File: src/rtl/pattern_seq_ctrl_pkg.sv
// Shared definitions for the pattern sequencer: default geometry and FSM state encoding.
package pattern_seq_ctrl_pkg;

    localparam int DEF_PAT_WIDTH = 8;
    localparam int DEF_DEPTH     = 4;

    typedef enum logic [2:0] {
        ST_IDLE = 3'd0,
        ST_SEL  = 3'd1,
        ST_FIRE = 3'd2,
        ST_ARM  = 3'd3,
        ST_RUN  = 3'd4,
        ST_NEXT = 3'd5
    } seq_state_t;

endpackage

File: src/rtl/pattern_seq_ctrl.sv
// Walks a small {pattern, duty, repeat} table and fires an external pattern_pwm
// once per repetition, with optional looping and a graceful stop.
module pattern_seq_ctrl
    import pattern_seq_ctrl_pkg::*;
#(
    parameter int _PAT_WIDTH = DEF_PAT_WIDTH,
    parameter int _DEPTH     = DEF_DEPTH
) (
    input  logic                       clk,
    input  logic                       rst_n,
    input  logic                       seq_start,
    input  logic                       seq_stop,
    input  logic                       seq_loop,
    input  logic [$clog2(_DEPTH)-1:0]  seq_last,
    input  logic                       cfg_we,
    input  logic [$clog2(_DEPTH)-1:0]  cfg_addr,
    input  logic [_PAT_WIDTH-1:0]      cfg_pat,
    input  logic [7:0]                 cfg_duty,
    input  logic [7:0]                 cfg_rep,
    output logic                       pwm_en,
    output logic [_PAT_WIDTH-1:0]      pat,
    output logic [7:0]                 duty_num,
    input  logic                       pwm_busy,
    input  logic                       pwm_valid,
    output logic                       seq_busy,
    output logic                       seq_done,
    output logic [$clog2(_DEPTH)-1:0]  cur_idx,
    output logic                       cfg_err
);

    localparam int IW = $clog2(_DEPTH);

    seq_state_t             state, state_nxt;
    logic [_PAT_WIDTH-1:0]  tab_pat  [_DEPTH];
    logic [7:0]             tab_duty [_DEPTH];
    logic [7:0]             tab_rep  [_DEPTH];
    logic [IW-1:0]          last_q, idx_nxt;
    logic                   loop_q, fired, fired_nxt, stop_pending, stop_now;
    logic [7:0]             rep_cnt, rep_cnt_nxt;
    logic                   done_nxt, load_entry;

    // A stop arriving this very cycle counts, so SEL/FIRE can bail out without firing.
    assign stop_now = stop_pending | seq_stop;

    always_comb begin
        state_nxt   = state;
        idx_nxt     = cur_idx;
        fired_nxt   = fired;
        rep_cnt_nxt = rep_cnt;
        done_nxt    = 1'b0;
        pwm_en      = 1'b0;
        load_entry  = 1'b0;
        case (state)
            ST_IDLE: begin
                if (seq_start && !seq_stop) begin
                    idx_nxt   = '0;
                    fired_nxt = 1'b0;
                    state_nxt = ST_SEL;
                end
            end
            ST_SEL: begin
                if (stop_now || tab_rep[cur_idx] == 8'd0) begin
                    state_nxt = ST_NEXT;
                end else begin
                    rep_cnt_nxt = tab_rep[cur_idx];
                    load_entry  = 1'b1;
                    state_nxt   = ST_FIRE;
                end
            end
            ST_FIRE: begin
                if (stop_now) begin
                    state_nxt = ST_NEXT;
                end else if (!pwm_busy) begin
                    pwm_en    = 1'b1;
                    fired_nxt = 1'b1;
                    state_nxt = ST_ARM;
                end
            end
            ST_ARM: begin
                if (pwm_busy) state_nxt = ST_RUN;
            end
            ST_RUN: begin
                if (pwm_valid) begin
                    if (rep_cnt != 8'd0) rep_cnt_nxt = rep_cnt - 8'd1;
                    state_nxt = (rep_cnt > 8'd1 && !stop_now) ? ST_FIRE : ST_NEXT;
                end
            end
            ST_NEXT: begin
                if (stop_now) begin
                    done_nxt  = 1'b1;
                    state_nxt = ST_IDLE;
                end else if (cur_idx < last_q) begin
                    idx_nxt   = cur_idx + 1'b1;
                    state_nxt = ST_SEL;
                end else if (loop_q && fired) begin
                    // Loop only if the pass fired at least once; an all-skip table ends.
                    idx_nxt   = '0;
                    fired_nxt = 1'b0;
                    state_nxt = ST_SEL;
                end else begin
                    done_nxt  = 1'b1;
                    state_nxt = ST_IDLE;
                end
            end
            default: state_nxt = ST_IDLE;
        endcase
    end

    always_ff @(posedge clk) begin
        if (!rst_n) begin
            state        <= ST_IDLE;
            cur_idx      <= '0;
            last_q       <= '0;
            loop_q       <= 1'b0;
            fired        <= 1'b0;
            stop_pending <= 1'b0;
            rep_cnt      <= '0;
            pat          <= '0;
            duty_num     <= '0;
            seq_busy     <= 1'b0;
            seq_done     <= 1'b0;
            cfg_err      <= 1'b0;
            for (int i = 0; i < _DEPTH; i++) begin
                tab_pat[i]  <= '0;
                tab_duty[i] <= '0;
                tab_rep[i]  <= '0;
            end
        end else begin
            state    <= state_nxt;
            cur_idx  <= idx_nxt;
            fired    <= fired_nxt;
            rep_cnt  <= rep_cnt_nxt;
            seq_busy <= (state_nxt != ST_IDLE);
            seq_done <= done_nxt;
            cfg_err  <= cfg_we && (state != ST_IDLE);
            if (state_nxt == ST_IDLE) stop_pending <= 1'b0;
            else if (seq_stop)        stop_pending <= 1'b1;
            if (state == ST_IDLE) begin
                if (seq_start && !seq_stop) begin
                    last_q <= seq_last;
                    loop_q <= seq_loop;
                end
                if (cfg_we) begin
                    tab_pat[cfg_addr]  <= cfg_pat;
                    tab_duty[cfg_addr] <= cfg_duty;
                    tab_rep[cfg_addr]  <= cfg_rep;
                end
            end
            if (load_entry) begin
                pat      <= tab_pat[cur_idx];
                duty_num <= tab_duty[cur_idx];
            end
        end
    end

endmodule

File: config.mk
export PLATFORM = sky130hd
export DESIGN_NAME = pattern_seq_ctrl
export DESIGN_NICKNAME = d
export VERILOG_FILES = /design/src/rtl/pattern_seq_ctrl_pkg.sv /design/src/rtl/pattern_seq_ctrl.sv
export SDC_FILE = /design/constraint.sdc
export NUM_CORES = 1
export LEC_CHECK = 0
export BUFFER_PORTS_ARGS = -buffer_cell sky130_fd_sc_hd__buf_4
export CAP_MARGIN = 20
export CORE_MARGIN = 2
export CORE_UTILIZATION = 35
export CTS_CLUSTER_DIAMETER = 60
export DETAILED_ROUTE_END_ITERATION = 7
export PLACE_DENSITY_LB_ADDON = 0.08
export SLEW_MARGIN = 10
export SYNTH_ARGS = -nofsm -noshare
export SYNTH_HDL_FRONTEND = slang
export SYNTH_SLANG_ARGS = --single-unit
File: constraint.sdc
create_clock -name clk -period 3.5 [get_ports clk]
set_clock_uncertainty 0.15 [all_clocks]
set_input_delay 0.35 -clock clk [delete_from_list [all_inputs] [get_ports clk]]
set_output_delay 0.35 -clock clk [all_outputs]
set_load 0.03 [all_outputs]
Word-level counts from Yosys, hierarchy flattened
Memory sizes are Yosys's and may differ from the RTL's. A register that Yosys moved wholly into a read port is not among the register bits.
Index checks and enable logic that the tools add are counted.
{ "word_totals": {"mem_bits_rw": 96, "n_memories": 3, "in_bits": 36, "regBits": 21, "elab_cells": 112, "out_inout_bits": 22} }
{ "memory_table": {"columns": ["memory", "depth", "word_bits", "read_ports", "rd_clocked_by_memory_dff", "wr", "line_no", "text"], "rows": [
  ["tab_duty", 4, 8, 1, 1, 4, "pattern_seq_ctrl.sv:35", "logic [7:0] tab_duty [_DEPTH];"],
  ["tab_pat", 4, 8, 1, 1, 4, "pattern_seq_ctrl.sv:34", "logic [_PAT_WIDTH-1:0] tab_pat [_DEPTH];"],
  ["tab_rep", 4, 8, 1, 1, 4, "pattern_seq_ctrl.sv:36", "logic [7:0] tab_rep [_DEPTH];"]
]} }
{ "classes": {"n_mux": 51, "n_lt_le_gt_ge": 2, "n_reduce_logical": 27, "addsub": 2, "n_eq_ne": 15, "bitwise": 2} }
{ "ops": {"columns": ["cell", "n"], "rows": [
  ["$mux 8", 6],
  ["$mux 1", 25],
  ["$reduce_or 8->1", 3],
  ["$mux 3", 7],
  ["$mux 2", 9],
  ["$pmux 3 s6", 1],
  ["$ne 2x2->1 const B", 8],
  ["$pmux 8 s2", 1],
  ["$reduce_bool 3->1", 3],
  ["$gt 8x1->1 const B", 1],
  ["$logic_not 8->1", 1],
  ["$reduce_and 4->1", 2],
  ["$reduce_bool 8->1", 1],
  ["$sub 8x1->8 const B", 1],
  ["$reduce_and 7->1", 1],
  ["$eq 3x2->1 const B", 2],
  ["$eq 3x3->1 const B", 2],
  ["$logic_not 3->1", 2],
  ["$logic_and 1x1->1", 4],
  ["$logic_not 1->1", 4],
  ["$pmux 2 s2", 1],
  ["$reduce_and 2->1", 2],
  ["$reduce_bool 2->1", 2],
  ["$eq 3x1->1 const B", 1],
  ["other kinds (9)", 9]
]} }

Depth between registers and ports, before layout
Gate-level depths: netlist (run 1).
{ "depth": {"depth_word": 8, "ltp_mapped": 8, "mapped_depth_nobuf": 7} }

Worst setup path before layout (run 1)
No wires, ideal clock.
{ "synth_timing": {"kind": "reg2reg", "from": "reg state[1]", "to": "mem tab_duty[2][0] (enable)", "n_path_buf": 1, "path_stages_with_launch": 6, "t_required_ps": 2966, "path_slack_ps": 902, "setup_time_ps": 384, "period_less_slack_ps": 2598, "arrival_ps": 2063, "path_cell_list": "dfxtp_1 clkbuf_1 nor3_1 nand3_1 nor3b_1 nand2b_1"} }
{ "synth_rtl": {"columns": ["element", "line_no", "text"], "rows": [
  ["start: declaration", "pattern_seq_ctrl.sv:33", "seq_state_t state, state_nxt;"],
  ["start signal: assignment", "pattern_seq_ctrl.sv:129", "state <= state_nxt;"],
  ["end: declaration", "pattern_seq_ctrl.sv:35", null]
]} }

==> results.yml, run 1 <==
synthesis:
  synth_seq_cells: 135
  ys_types: 43
  synth_seq_area_share_pct: 60.7
  syn_nets: 519
  async_flop_share_pct: 0
  yosys_warnings: 0
  synthFlopType: "edfxtp_1"
  syn_area_per_cell_um2: 12.6
  synth_cells: 479
  synth_edf_count: 96
  syn_area_um2: 6040
critical_path:
  crit_slowest_cell: "dfxtp_1"
  required_ns: 3.64
  critical_path_depth: 5
  critPathTopFamily: "compound AO/OA/AOI/OAI gates"
  slowest_delay_ns: 0.65
  worst-path-max-fanout: 36
  startpoint_type: "flop"
  reg2regPathDepth: 5
  cp.arrival_ns: 2.97
  path_cells: "mux4_2 > nor4_2 > a21oi_4 > o221ai_2 > o221ai_1"
  crit_type: "flop to flop"
  crit_buf_inv: 0
  end_kind: "flop"
  r2r_setup_slack_ns: 0.66
pwr:
  p_leak_nw: 2.74
  peakVddDrop_uv: 342
  power_mw: 3.93
  p_per_area_nw_per_um2: 537
routing:
  via_per_inst: 4.99
  drt_pass1_iterations: 4
  drt_iter0_markers: 332
  final_antenna_net_count: 0
  dr_total_vias: 3876
  drc: 0
  routed_wl_um: 14100
  wl_per_cell_um: 18.1
finish:
  diodes: 0
  layout.cells.most_common_list: "and2_1 (100), edfxtp_1 (96), buf_4 (67)"
  layout_commonest_cell: "and2_1"
  final_cells: 777
  drive_gt1_share_pct: 23.7
  area_delta_synth_final_pct: 21.1
  nNetsFinal: 579
  utilization_pct: 42.9
sta:
  fmax_mhz: 353
  rsz0062_at_grt: "no"
  timing.setup.tns_ns: 0
  final-setup-viol-count: 0
  slew_headroom_pct: 29.5
  tightest_slew_ns: 1.06
  hold_viol: 0
  slew_viol_final: 0
  fin_crit_sh_pct: 81.0
  finalCriticalPeriod_ns: 2.84
  setup_ws_ns: 0.665
clock_network:
  clk_pin_slew_ns: 0.06
  cts.sinks: 135
  cts_max_level: 4
  clock_latency_ns: 0.42
  cts_max_path_buffers: 2
  cts_setup_buffers: 0
  tritoncts: "yes"
  cts_hold_buf: 0
  cts_resized: 0
  ctsRootBufferMaster: "clkbuf_16"
  numCtsBuffers: 17
grt:
  overflow: 0
  met3_usage_pct: 4.26
  met2_usage_pct: 25.6
  grt_max_degree: 56
  busiest_layer: "met2"
  antenna_found_initial: 0
  grtUsageMet1_pct: 21.7
  grt_use_total_pct: 16.3
  grt_pass1_wl_um: 21900
  first_global_vias: 3845
floorplan:
  die_x_um: 135
  initial_utilization_pct: 35.4
  core-area_um2: 17100
  placementRows: 48
  die_area_um2: 18300
  pin_count: 58
  die_h_um: 135
run_status:
  outcome: "finished, final reports clean"
place:
  dp_hpwl_um: 8640
  dp.cells: 745
  pre_cts_slack_ns: 0.622
  port_buffers: 57
  place.gp.congestion: 0.776
job:
  cap_violations: 0
worst_hold_path:
  hold_path_class: "input pin to flop"
  min_path_cells: 3
## tightest hold or removal path: stages
cell	delay (ns)
buf_4	0.08
mux2i_1	0.05
nor2b_1	0.10
## final cells by class
| class | instances | area (um2) |
|---|---|---|
| Clock buffer | 17 | 425 |
| Fill cell | 1622 | 9750 |
| Clock inverter | 15 | 114 |
| Tap cell | 225 | 282 |
| Timing Repair Buffer | 69 | 543 |
| Sequential cell | 135 | 3660 |
| Multi-Input combinational cell | 312 | 2270 |
| Inverter | 4 | 15.0 |
## power breakdown
| part | internal, mW | switching, mW |
|---|---|---|
| registers | 1.82 | 0.0474 |
| logic | 0.168 | 0.256 |
| clock network | 0.961 | 0.673 |
## routing by layer
| layer | wire length, um | vias to the layer above |
|---|---|---|
| li1 | - | 1870 |
| met1 | 6540 | 1899 |
| met2 | 6720 | 90 |
| met3 | 602 | 17 |
| met4 | 224 | 0 |
| met5 | 0 | - |
## Yosys cell counts, types with 7 or more instances
master | count | share of area [%]
nand2_1 | 27 | 1.7
nor2b_1 | 7 | 0.73
o21ai_1 | 31 | 2.6
and3_1 | 10 | 1.0
dfxtp_1 | 39 | 13
and2_1 | 100 | 10
a31oi_1 | 10 | 1.0
nand3_1 | 21 | 1.7
edfxtp_1 | 96 | 48
nor2_1 | 21 | 1.3
mux4_2 | 24 | 9.0
clkbuf_1 | 25 | 1.6
a21oi_1 | 15 | 1.2
## flip-flops by register name, indices dropped and copies added, names as in the netlist, 2 cells and up, named ones only
signal and flops:
pat 8, duty_num 8, tab_rep 32, tab_duty 32
tab_pat 32, state 3, last_q 2, rep_cnt 8
cur_idx 2
## path summary, 6_finish.rpt
kind,from,end
hold reg to reg,duty_num[0],duty_num[0]
setup reg to reg,flop,rep_cnt[2]
setup / recovery,flop,rep_cnt[2]
hold / removal,seq_last[1],last_q[1]
## stage by stage
| step | hold WS (ns) | cell area (um2) |
|---|---|---|
| 2_1_floorplan | 0.282 | 6040 |
| 3_3_place_gp | 0.294 | 6770 |
| 3_5_place_dp | 0.292 | 6770 |
| 4_1_cts | 0.0194 | 7310 |
| 5_1_grt | 0.0290 | 7310 |
| 6_report | 0.0377 | 7310 |
## cell families (layout without fill, tap and decap cells)
logic type	count (synthesis)	in the layout	synth area share (%)
adders and majority gates	4	4	0.829
AOI/OAI and AO/OA	68	68	6.67
xor gates and xnor gates	1	1	0.145
buffers and inverters	32	105	2.13
DFF	135	135	60.7
and+or+nand+nor	211	211	19.9
muxes	28	28	9.61
No activity file was read; power rests on OpenSTA's default activity.
==> run 2, diff against run 1 <==
- clock period: 3.5 -> 2.9 ns (I/O delays scaled with it)
==> run 2 against run 1 <==
Power grew 30%. Final cell count is 1.4% higher. Critical path depth is the same. Hold slack lost 0.015 ns. Utilization is 1.2 points higher. Count of clock-buffer cells in the layout up 4. Sequential power grew 21%. Register-to-register slack got worse by 0.45 ns. Largest power group is now clock.
==> results.yml, run 2 (synthesis results as in run 1) <==
routing:
  drt_iter0_markers: 234
  wl_per_cell_um: 17.7
  via_per_inst: 4.92
  routed_wl_um: 13900
  wl_met3_um: 634
  wl_met1_um: 6320
  drc: 0
  final_antenna_net_count: 0
  met2_length_um: 6820
  route.top_layer_used: "met4"
  drt_pass1_iterations: 4
  dr_total_vias: 3876
floorplan:
  pin_count: 58
  initial_utilization_pct: 35.4
  core-area_um2: 17100
  die_area_um2: 18300
  die_h_um: 135
  placementRows: 48
  die_x_um: 135
critical_path:
  path_cells: "mux4_2 > nor4_2 > a21oi_4 > o221ai_2 > o221ai_1"
  r2r_setup_slack_ns: 0.21
  required_ns: 3.03
  worst-path-max-fanout: 8
  end_kind: "flop"
  cp.arrival_ns: 2.82
  slowest_delay_ns: 0.67
  startpoint_type: "flop"
  crit_type: "flop to flop"
  crit_slowest_cell: "dfxtp_1"
place:
  port_buffers: 57
  place.gp.congestion: 0.795
  dp_hpwl_um: 8550
  dp.cells: 748
  pre_cts_slack_ns: 0.171
clock_network:
  clk_pin_slew_ns: 0.06
  tritoncts: "yes"
  ctsRootBufferMaster: "clkbuf_16"
  numCtsBuffers: 17
  clock_latency_ns: 0.42
  cts.sinks: 135
  cts_max_level: 4
  cts_resized: 0
  cts_setup_buffers: 0
  cts_max_path_buffers: 2
  cts_hold_buf: 8
finish:
  area_delta_synth_final_pct: 24.3
  utilization_pct: 44.0
  final_cells: 788
  diodes: 0
  fillCellCount: 1614
  nNetsFinal: 590
  drive_gt1_share_pct: 23.6
  layout.cells.most_common_list: "and2_1 (100), edfxtp_1 (96), buf_4 (70)"
  top_regs: "tab_duty x32, tab_pat x32, tab_rep x32"
  layout_commonest_cell: "and2_1"
job:
  cap_violations: 0
grt:
  grt_use_total_pct: 16.4
  overflow: 0
  antenna_found_initial: 0
  grt_pass1_wl_um: 22100
  first_global_vias: 3922
  grt_max_degree: 36
pwr:
  p_per_area_nw_per_um2: 683
  p_leak_nw: 2.83
  peakVddDrop_uv: 405
sta:
  hold_viol: 0
  final-setup-viol-count: 0
  tightest_slew_ns: 0.622
  holdWs_ns: 0.0229
  slew_viol_final: 0
  fmax_mhz: 372
  slew_headroom_pct: 58.5
  rsz0062_at_grt: "no"
  timing.setup.tns_ns: 0
  setup_ws_ns: 0.213
  finalCriticalPeriod_ns: 2.69
  fin_crit_sh_pct: 92.7
worst_hold_path:
  hold_path_class: "input pin to flop"
run_status:
  outcome: "finished, final reports clean"
## run 2: cell count changes in the layout (fill, tap and decap cells not counted), sizes merged, moves of 4 or more
cell,previous run,this run
bufinv,1,5
clkbuf,17,21
clkinv,11,2
dlygate4sd3,0,8
inv,4,8
## run 2: worst max-delay path, delay by kind of cell, from the launching register on
kind	cells	cell delay, ns
AOI/OAI and AO/OA	3	0.68
and+or+nand+nor	1	0.44
muxes	1	0.62
DFF	1	0.67
## run 2: final timing paths
kind / to / start / cells past startpoint
worst min-delay path: tab_pat[1][3] / cfg_pat[3] / 2
worst max-delay path: rep_cnt[2] / flop / 5
worst max register to register: rep_cnt[2] / flop / 5
worst min register to register: pat[4] / pat[4] / 2
## run 2: metrics by stage
step                instance area [um2]  total power, mW
floorplan                          6040             2.60
global placement                   6790             2.82
detailed placement                 6790             2.82
CTS                                7510             5.19
global route                       7510             5.34
finish                             7510             5.13
## run 2: cell type report
class / instances / area [um2] / share of cell area [%]
Timing Repair Buffer: 80 / 646 / 8.60
Sequential cell: 135 / 3660 / 48.8
Multi-Input combinational cell: 312 / 2270 / 30.2
Clock inverter: 11 / 194 / 2.58
Inverter: 4 / 15.0 / 0.200
Clock buffer: 21 / 440 / 5.87
Tap cell: 225 / 282 / 3.75
## run 2: routing by layer
metal  vias to the layer above  track usage, %
met5                         -               0
met4                         0            5.38
met3                        11            4.30
met2                        90            26.6
met1                      1884            21.6
li1                       1891               -
## run 2: where the power goes
part | switching [mW] | internal [mW]
Clock | 0.814 | 1.53
Sequential | 0.0543 | 2.20
Combinational | 0.306 | 0.218
==> run 3, diff against run 2 <==
- CORE_MARGIN: 2 -> unset
==> run 3 against run 2 <==
Power is 1.8% lower. Final area shrank 0.10%. Sequential share of layout area increased by 0.066 points. Global-route usage increased by 0.52 points. Combinational power up 1%. Clock power is 4% lower. Via count is 0.34% higher. Sequential power about the same. Critical endpoint unchanged. Largest power group is now sequential cells.
==> results.yml, run 3 (synthesis results as in run 1) <==
routing:
  drt_pass1_iterations: 4
  final_antenna_net_count: 0
  met2_length_um: 6870
  routed_wl_um: 14100
  wl_per_cell_um: 17.9
  dr_total_vias: 3889
  drc: 0
  wl_met3_um: 635
  drt_iter0_markers: 175
  via_per_inst: 4.95
  route.top_layer_used: "met4"
  wl_met1_um: 6310
sta:
  fin_crit_sh_pct: 86.9
  timing.setup.tns_ns: 0
  tightest_slew_ns: 0.633
  slew_headroom_pct: 57.8
  slew_viol_final: 0
  finalCriticalPeriod_ns: 2.52
  holdWs_ns: 0.0175
  fmax_mhz: 397
  hold_viol: 0
  rsz0062_at_grt: "no"
  final-setup-viol-count: 0
grt:
  antenna_found_initial: 0
  grt_use_total_pct: 17.0
  first_global_vias: 3923
  grt_pass1_wl_um: 22100
  overflow: 0
  grt_max_degree: 31
clock_network:
  ctsRootBufferMaster: "clkbuf_16"
  tritoncts: "yes"
  clock_latency_ns: 0.42
  cts.sinks: 135
  clk_pin_slew_ns: 0.06
  numCtsBuffers: 17
  cts_setup_buffers: 0
  cts_max_level: 4
  cts_max_path_buffers: 2
critical_path:
  crit_type: "flop to flop"
  end_kind: "flop"
  required_ns: 3.03
  cp.arrival_ns: 2.66
  worst-path-max-fanout: 14
  reg2regPathDepth: 5
  startpoint_type: "flop"
pwr:
  pwr-share-seq_pct: 44.9
  power_frac_clock_pct: 44.6
  peakVddDrop_uv: 511
  p_leak_nw: 2.83
  p_sw_share_pct: 23.5
  p_switching_mw: 1.18
  p_int_mw: 3.85
  p_per_area_nw_per_um2: 671
  p_comb_share_pct: 10.5
  power_mw: 5.03
worst_hold_path:
  min_path_cells: 2
  hold_path_class: "input pin to flop"
run_status:
  outcome: "finished, final reports clean"
finish:
  top_regs: "tab_duty x32, tab_pat x32, tab_rep x32"
  final_cells: 785
  drive_gt1_share_pct: 24.8
  diodes: 0
  area_delta_synth_final_pct: 24.2
  layout.cells.most_common_list: "and2_1 (100), edfxtp_1 (96), buf_4 (73)"
  layout_commonest_cell: "and2_1"
  nNetsFinal: 593
floorplan:
  die_x_um: 133
  die_h_um: 133
  die_area_um2: 17800
  pin_count: 58
  initial_utilization_pct: 36.2
  placementRows: 47
  core-area_um2: 16700
place:
  dp_hpwl_um: 8910
  dp.cells: 746
  port_buffers: 57
  place.gp.congestion: 0.780
job:
  cap_violations: 0
-- run 3: cell types whose count changed in the layout (fill, tap and decap cells not counted), sizes merged --
cell and delta:
clkinv +3, buf +3, clkinvlp +3, bufinv -1, clkbuf -3, inv -3
-- run 3: repair_timing --
action,CTS,global route
setup endpoints to repair,0,2
resized for setup,0,1
hold buffers,8,0
hold endpoints to repair,10,0
-- run 3: layout make-up --
class	count	area, um2
Clock buffer	18	429
Clock inverter	13	180
Fill cell	1566	9200
Inverter	4	15.0
Multi-Input combinational cell	312	2270
Sequential cell	135	3660
Tap cell	220	275
Timing Repair Buffer	83	668
-- run 3: routing by layer --
layer / vias up / track usage [%]
met5: - / 0
met4: 0 / 6.94
met3: 18 / 4.22
met2: 90 / 28.1
met1: 1887 / 21.1
li1: 1894 / -
-- run 3: final timing paths --
kind,from,to,slack (ns)
worst max-delay path,flop,rep_cnt[2],0.38
worst min register to register,duty_num[3],duty_num[3],0.31
worst min-delay path,cfg_rep[3],tab_rep[2][3],0.02
worst max register to register,flop,rep_cnt[2],0.38
-- run 3: worst max-delay path: stages (launching register included) --
cell      delay (ns)
dfxtp_2         0.47
mux4_2          0.58
nor4_2          0.43
a21oi_4         0.22
o221ai_2        0.36
o221ai_1        0.18
-- run 3: power groups by stage --
stage	Clock [mW]	Combinational (mW)	Sequential [mW]
CTS	2.28	0.535	2.26
finish	2.25	0.529	2.26
global route	2.36	0.584	2.27
floorplan	0	0.307	2.30
global placement	0	0.525	2.30
detailed placement	0	0.525	2.30
-- run 3: through the flow --
stage / instance area, um2 / util, % / setup WS [ns]
global route: 7500 / 44.9 / 0.177
CTS: 7500 / 44.9 / 0.174
global placement: 6810 / 40.8 / 0.241
detailed placement: 6810 / 40.8 / 0.187
floorplan: 6040 / - / 0.302
finish: 7500 / 44.9 / 0.379
